--- src/rtl/aq_mp_clk_div_top.sv ---
// Multi-channel programmable clock-enable / gated-clock generator with a req/ack ratio update
// that is applied only at a divider boundary. Also registers the AXI master clock enable.
module aq_mp_clk_div_top #(
  parameter int unsigned CH_NUM    = 2,
  parameter int unsigned DIV_W     = 4,
  parameter int unsigned RST_RATIO = 1
) (
  input  logic                    forever_cpuclk,
  input  logic                    clkgen_rst_b,
  input  logic                    pad_yy_scan_mode,
  input  logic [CH_NUM-1:0]       div_cfg_vld,
  input  logic [CH_NUM*DIV_W-1:0] div_cfg_ratio,
  output logic [CH_NUM-1:0]       div_cfg_ack,
  output logic [CH_NUM*DIV_W-1:0] div_ratio_cur,
  output logic [CH_NUM-1:0]       clk_en,
  output logic [CH_NUM-1:0]       clk_out,
  input  logic                    axim_clk_en,
  output logic                    axim_clk_en_f
);

  typedef enum logic [0:0] {StIdle, StPend} div_state_e;

  localparam logic [DIV_W-1:0] RstRatio = DIV_W'(RST_RATIO);

  for (genvar i = 0; i < CH_NUM; i++) begin : g_ch
    div_state_e       state_q, state_d;
    logic [DIV_W-1:0] cnt_q, cnt_d;
    logic [DIV_W-1:0] ratio_cur_q, ratio_cur_d;
    logic [DIV_W-1:0] ratio_nxt_q, ratio_nxt_d;
    logic             en_f_q;
    logic             ack_q, ack_d;
    logic             gate_q;
    logic             boundary;

    assign boundary = (cnt_q == ratio_cur_q);

    always_comb begin
      state_d     = state_q;
      cnt_d       = boundary ? '0 : cnt_q + DIV_W'(1);
      ratio_cur_d = ratio_cur_q;
      ratio_nxt_d = ratio_nxt_q;
      ack_d       = 1'b0;
      case (state_q)
        StIdle: begin
          if (div_cfg_vld[i]) begin
            ratio_nxt_d = div_cfg_ratio[i*DIV_W +: DIV_W];
            state_d     = StPend;
          end
        end
        StPend: begin
          // Apply only on a boundary so the enable period in flight is never cut short.
          if (boundary) begin
            ratio_cur_d = ratio_nxt_q;
            cnt_d       = '0;
            ack_d       = 1'b1;
            state_d     = StIdle;
          end
        end
        default: state_d = StIdle;
      endcase
    end

    always_ff @(posedge forever_cpuclk or negedge clkgen_rst_b) begin
      if (!clkgen_rst_b) begin
        state_q     <= StIdle;
        cnt_q       <= '0;
        ratio_cur_q <= RstRatio;
        ratio_nxt_q <= '0;
        en_f_q      <= 1'b0;
        ack_q       <= 1'b0;
      end else begin
        state_q     <= state_d;
        cnt_q       <= cnt_d;
        ratio_cur_q <= ratio_cur_d;
        ratio_nxt_q <= ratio_nxt_d;
        en_f_q      <= boundary;
        ack_q       <= ack_d;
      end
    end

    // Gate enable sampled while the clock is low, so clk_out cannot glitch.
    always_ff @(negedge forever_cpuclk or negedge clkgen_rst_b) begin
      if (!clkgen_rst_b) begin
        gate_q <= 1'b0;
      end else begin
        gate_q <= en_f_q;
      end
    end

    assign clk_en[i]                         = pad_yy_scan_mode | en_f_q;
    assign clk_out[i]                        = forever_cpuclk & gate_q;
    assign div_cfg_ack[i]                    = ack_q;
    assign div_ratio_cur[i*DIV_W +: DIV_W]   = ratio_cur_q;
  end

  always_ff @(posedge forever_cpuclk or negedge clkgen_rst_b) begin
    if (!clkgen_rst_b) begin
      axim_clk_en_f <= 1'b0;
    end else begin
      axim_clk_en_f <= axim_clk_en;
    end
  end

endmodule

--- config.mk ---
export PLATFORM = sky130hd
export DESIGN_NAME = aq_mp_clk_div_top
export DESIGN_NICKNAME = d
export VERILOG_FILES = /design/src/rtl/aq_mp_clk_div_top.sv
export SDC_FILE = /design/constraint.sdc
export NUM_CORES = 1
export LEC_CHECK = 0
export BUFFER_PORTS_ARGS = -buffer_cell sky130_fd_sc_hd__buf_2
export CAP_MARGIN = 20
export CORE_MARGIN = 2
export CORE_UTILIZATION = 39
export CTS_CLUSTER_SIZE = 30
export DETAILED_ROUTE_END_ITERATION = 10
export SLEW_MARGIN = 20
export SYNTH_ARGS = -nofsm -noshare
export SYNTH_HDL_FRONTEND = slang
export SYNTH_SLANG_ARGS = --single-unit
--- constraint.sdc ---
create_clock -name forever_cpuclk -period 1.9 [get_ports forever_cpuclk]
set_input_delay 0.38 -clock forever_cpuclk [delete_from_list [all_inputs] [get_ports forever_cpuclk]]
set_output_delay 0.38 -clock forever_cpuclk [all_outputs]
set_load 0.01 [all_outputs]
==> impl_results.md, run 1 <==
- Worst path cell trace: and2_1 -> buf_2
- Slowest stage cell, crit path: dfrtn_1
- Netlist cell types: 24
- Main synth FF type: dfrtp_1
- Setup_tns: -0.891 ns
- Largest cells by area after synthesis: dfrtp_1, o311ai_2, o21ai_0
- Router iterations before antenna repair: 4
- Worst EP required: 1.52 ns
- Worst hold margin: 0.101 ns
- # diodes: 0
- Gr usage total: 0.167
- Worst R2R Setup Slack: 0.30 ns
- Final clock skew: 0.0248 ns
- Main combinational cell family by area after synthesis: compound AO/OA/AOI/OAI gates
- Layout cells sized above 1: 0.330
- Worst path max stage delay: 0.38 ns
- Int Pwr: 2.14 mW
- Row count: 23
- Critical-path maximum fanout: 1
- Worst Reg-to-Reg Cells: 3
- Initial Util: 0.398
- Final setup margin: -0.457 ns
- Cell Area, Synth: 1570 um^2
- Fin area: 1980 um^2
- HP Class: in2reg
- Syn Nets: 153
- DIE HEIGHT: 67.4 um
- Largest net degree at the start of global routing: 20
- Crit. End Element: output port
- Synth Area in XOR/XNOR: 0.0718
- Worst setup SP type: flip-flop
- Clock latency on the worst-skew pair: 0.41 ns
- Wire per inst: 13.4 um
- Max_cap viols: 0
- Static Leak: 0.850 nW
- DR vias: 1161
- Arr. time, crit path: 1.98 ns
- Initial antenna violation count: 0
- Most frequent cell after synthesis: dfrtp_1
- Adder-Cell Fraction of Synth Area: 0.0159
- Chip width: 67.4 um
- Fin. Hold Viols: 0
- Global-route wire length before repair: 5.35 mm
- Total wire length: 3.07 mm
- Remaining routing DRC violations: 0
- VDD IR-drop max: 614 uV
- Core Box Area: 3940 um^2
- Grt total ovfl: 0
- Overall power: 3.45 mW
- FF+latch count, synth: 33
- Sequential share of the synthesized area: 0.528
- Switching power: 1.30 mW
- Initial DRC count: 46
- Avg Vias per Cell: 5.07
- Worst setup endpoint: clk_out[0]
- Worst slew pin tran: 0.612 ns
- Multi-input gate area: 658 um^2
- R2r startpoint: g_ch[1].ratio_cur_q[0]
- Area grow syn2layout: 26.3%
- YS warnings: 0
- Combinational fraction of design power: 0.336
- FF+latch area: 828 um^2
- Simple-gate area share of the yosys netlist: 0.156
- Asr flop ratio synth: 1.00
- Global placement routability congestion: 0.842
- Post-synth top area share: 0.463
- FILL cells: 360
- Die footprint: 4550 um^2
- Number of synthesized flops with an enable pin: 0
- Post-route ant nets: 0
- Final nets: 193
- Port Buffer Count: 28
- Slew Viols, Final: 0
- Failing checks: setup timing
- Syn Inst Count: 137
- CTS tree: built
- Setup violators final: 4
- Critical Path Source: g_ch[0].gate_q
- Compound-gate portion of the synthesized area: 0.161
- Mux share of post-synthesis cell area: 0.0144
- Resize count post-CTS: 0
- Synthesized area per cell: 11.5 um^2
- Switching Share: 0.378
- Top cells by count, synth: dfrtp_1, inv_1, o21ai_0
- Final core occ: 0.503
- RSZ-0062 raised after global routing: yes
- Outcome: finished, violations left
- I/O pins: 29
- Reg power frac: 0.370
- Reg clk slew, reported paths: 0.06 ns
- Crit path kind: reg2out
- P per Cell Area: 1740 nW/um^2
- Vias in the first global route: 1216
- DPL Wire Length: 2.19 mm
- Clk pwr share: 0.294
- Cell taking the most area after synthesis: dfrtp_1
- Placed cell area: 1780 um^2
- Slew headroom: 0.591
- Terminus of the critical flop-to-flop path: g_ch[1].ratio_cur_q[3]
## cell families (layout without fill, tap and decap cells)
logic type / after synthesis / in the layout
mux: 2 / 2
compound gates: 30 / 30
buf+inv: 20 / 62
xor+xnor: 12 / 12
simple gates: 38 / 38
fa+ha+maj: 2 / 2
flops: 33 / 33
## worst min-delay path by stage
stage | start | to | slack, ns | cells after the start
5_1_grt | axim_clk_en | axim_clk_en_f | 0.09 | 1
3_3_place_gp | clkgen_rst_b | g_ch[1].en_f_q | 0.38 | 2
6_report | axim_clk_en | axim_clk_en_f | 0.10 | 1
3_5_place_dp | clkgen_rst_b | g_ch[1].en_f_q | 0.38 | 2
4_1_cts | axim_clk_en | axim_clk_en_f | 0.09 | 1
2_1_floorplan | clkgen_rst_b | axim_clk_en_f | 0.08 | 0
## area by class of cell
class,instances,area share
well taps,50,0.0316
repair buffers,31,0.0859
flip-flops and latches,33,0.418
clock inverters,3,0.0328
multi-input cells,84,0.332
clock buffers,12,0.0694
inverters,16,0.0303
## power groups by stage
stage          sequential (mW)  clock [mW]  combinational [mW]
3_5_place_dp              1.28     0.00687                1.16
2_1_floorplan             1.24     0.00437               0.880
6_report                  1.28        1.02                1.16
3_3_place_gp              1.27     0.00687                1.13
5_1_grt                   1.32        1.08                1.32
4_1_cts                   1.27        1.05                1.17
## routing by layer
metal	global-route usage	vias to the layer above	routed length, um
li1	-	565	-
met1	0.171	564	1250
met2	0.275	24	1590
met3	0.0733	8	172
met4	0.112	0	59
met5	0	-	0
## registers in the layout (all words and copies together), names as in the netlist
name,flops
axim_clk_en_f,1
g_ch.ack_q,2
g_ch.cnt_q,8
g_ch.en_f_q,2
g_ch.gate_q,2
g_ch.ratio_cur_q,8
g_ch.ratio_nxt_q,8
g_ch.state_q,2
## cells in the final DEF (no fill, tap or decap), types with 4 or more instances in the layout
cell       n
nor2b_1    4
dfrtp_1   29
inv_1     16
xnor2_1    4
buf_4      4
clkbuf_8   9
nand2_1    6
nand3_1    4
o41ai_1    8
xor2_1     7
o21ai_0   14
or4_1      8
o311ai_2   6
buf_2     28
nor2_1     6
and2_1     4
## worst max-delay path: cells and delay by family, from the launching register on
family	cells	cell delay, ns
flip-flops	1	0.38
buffers and inverters	1	0.12
AND/OR/NAND/NOR	1	0.11
## repair_timing
item	4_1_cts	5_1_grt
endpoints found under the hold margin	11	0
pin swaps	1	0
hold buffers	1	0
setup buffers	0	0
endpoints found under the setup margin	4	4
cloned	0	0
## metrics by stage
| step | std cells | worst slack, ns |
|---|---|---|
| 4_1_cts | 229 | -0.480 |
| 6_report | 229 | -0.457 |
| 5_1_grt | 229 | -0.509 |
| 3_5_place_dp | 215 | -0.0203 |
| 2_1_floorplan | 137 | 0.0556 |
| 3_3_place_gp | 215 | -0.00587 |
Note: power is estimated with default switching activity, not from simulation.
==> run 2: changes to the inputs <==
--- a/config.mk
+++ b/config.mk
@@ -7,7 +7,6 @@
 export LEC_CHECK = 0
 export BUFFER_PORTS_ARGS = -buffer_cell sky130_fd_sc_hd__buf_2
 export CAP_MARGIN = 20
-export CORE_MARGIN = 2
 export CORE_UTILIZATION = 39
 export CTS_CLUSTER_SIZE = 30
 export DETAILED_ROUTE_END_ITERATION = 10
==> constraint.sdc (replaced) <==
create_clock -name forever_cpuclk -period 1.9 [get_ports forever_cpuclk]
set_input_delay 0.475 -clock forever_cpuclk [delete_from_list [all_inputs] [get_ports forever_cpuclk]]
set_output_delay 0.475 -clock forever_cpuclk [all_outputs]
set_load 0.01 [all_outputs]
==> run 2 against run 1 <==
Against the previous run: the run still ends with setup timing left; flip-flop and latch count is the same; global-route usage grew 1.3 points; first-iteration DRC count shrank 17%; sequential share of layout area grew 0.37 points; power shrank 2.8%; routed wire length grew 2.7%; via count grew 1.6%; combinational power is essentially flat; final cell count shrank 1.7%; setup slack lost 0.096 ns; non-clock buffer count shrank 1; largest cell class unchanged; largest power group unchanged.
==> impl_results.md, run 2 (synthesized netlist as in run 1, its figures left out) <==
- Port Buffer Count: 28
- Global placement routability congestion: 0.740
- Slowest stage cell, crit path: dfrtn_1
- Worst path max stage delay: 0.39 ns
- Post-route ant nets: 0
- Worst path cell trace: and2_4 -> buf_6
- Combinational fraction of design power: 0.355
- Int Pwr: 2.01 mW
- DR vias: 1180
- Core Box Area: 3770 um^2
- # diodes: 0
- RSZ-0062 raised after global routing: yes
- Fin area: 1960 um^2
- Layout cells sized above 1: 0.345
- Setup_tns: -1.08 ns
- Slew headroom: 0.570
- CTS tree: built
- Placed cell area: 1780 um^2
- Gr usage total: 0.180
- Fin. Hold Viols: 0
- Reg power frac: 0.378
- I/O pins: 29
- Commonest non-fill, non-tap cells in the layout: dfrtp_1, buf_2, inv_1
- Outcome: finished, violations left
- Initial Util: 0.416
- Initial antenna violation count: 0
- Commonest non-fill, non-tap cell in the layout: dfrtp_1
- Crit. End Element: output port
- P per Cell Area: 1710 nW/um^2
- HP Class: in2async
- Clock latency on the worst-skew pair: 0.41 ns
- Wire per inst: 14.0 um
- FILL cells: 352
- Largest regs: g_ch.cnt_q x8, g_ch.ratio_cur_q x8, g_ch.ratio_nxt_q x8
- Worst hold margin: 0.0575 ns
- Router iterations before antenna repair: 4
- DIE HEIGHT: 65.4 um
- Area grow syn2layout: 25.2%
- Remaining routing DRC violations: 0
- Worst setup SP type: flip-flop
- VDD IR-drop max: 923 uV
- Final nets: 192
- Final clock skew: 0.0188 ns
- Setup violators final: 4
- Worst EP required: 1.42 ns
- Pre-CTS setup slack: -0.125 ns
- Total wire length: 3.15 mm
- Switching power: 1.34 mW
- Die footprint: 4280 um^2
- Max_cap viols: 0
- Static Leak: 0.835 nW
- Worst slew pin tran: 0.642 ns
- Initial DRC count: 38
- Row count: 22
- Switching Share: 0.400
- Clk pwr share: 0.268
- Global-route wire length before repair: 5.33 mm
- Largest net degree at the start of global routing: 19
- Slew Viols, Final: 0
- Avg Vias per Cell: 5.24
- DPL Wire Length: 2.20 mm
- Failing checks: setup timing
- Crit path kind: reg2out
- Chip width: 65.4 um
- Grt total ovfl: 0
- Vias in the first global route: 1190
- Reg clk slew, reported paths: 0.07 ns
- Critical-path maximum fanout: 1
- Final setup margin: -0.553 ns
- Arr. time, crit path: 1.98 ns
-- run 2: cell types whose count changed in the layout (fill, tap and decap cells not counted), sizes merged --
| cell | delta |
|---|---|
| clkinvlp | +1 |
| clkbuf | -1 |
| dlygate4sd3 | -1 |
| bufinv | -1 |
-- run 2: area by class of cell --
class	instances	area (um^2)	share of cell area
Clock buffer	11	146	0.0745
Inverter	16	60.1	0.0306
Multi-Input combinational cell	84	663	0.338
Tap cell	48	60.1	0.0306
Sequential cell	33	828	0.422
Clock inverter	3	46.3	0.0236
Timing Repair Buffer	30	160	0.0815
-- run 2: routing by layer --
metal	part of all wire	track usage
met1	0.41	0.190
met2	0.51	0.268
met3	0.041	0.0903
met4	0.032	0.147
met5	0	0
-- run 2: final timing paths --
path	startpoint	to	slack [ns]	cells past startpoint
max	g_ch[0].gate_q	clk_out[0]	-0.55	2
min	clkgen_rst_b	g_ch[1].en_f_q	0.06	2
max reg2reg	g_ch[1].ratio_cur_q[0]	g_ch[1].ratio_cur_q[3]	0.29	3
min reg2reg	g_ch[1].ratio_nxt_q[3]	g_ch[1].ratio_cur_q[3]	0.53	2
max in group asynchronous	clkgen_rst_b	g_ch[1].gate_q	1.07	1
min in group forever_cpuclk	axim_clk_en	axim_clk_en_f	0.19	1
-- run 2: worst max-delay path, delay by kind of cell (launching register included) --
family                 cells  cell delay (ns)
AND/OR/NAND/NOR            1             0.14
buffers and inverters      1             0.09
flip-flops                 1             0.39
-- run 2: what timing repair did --
action	4_1_cts	5_1_grt
hold buffers	0	0
endpoints found under the hold margin	0	0
resized for setup	2	0
endpoints found under the setup margin	4	4
pin swaps	0	1
buffers inserted	0	0
-- run 2: power groups by stage --
| stage | Clock, mW | Sequential [mW] | Combinational (mW) |
|---|---|---|---|
| 4_1_cts | 0.927 | 1.27 | 1.20 |
| 5_1_grt | 0.976 | 1.32 | 1.33 |
| 2_1_floorplan | 0.00650 | 1.24 | 0.880 |
| 3_3_place_gp | 0.00892 | 1.26 | 1.14 |
| 6_report | 0.897 | 1.27 | 1.19 |
| 3_5_place_dp | 0.00891 | 1.28 | 1.18 |
-- run 2: stage by stage --
step                      total power [mW]  cells  utilization
final                                 3.35    225        0.521
after global routing                  3.62    225        0.521
after CTS                             3.40    225        0.521
after detailed placement              2.48    213        0.472
after global placement                2.41    213        0.472
after floorplan                       2.13    137            -
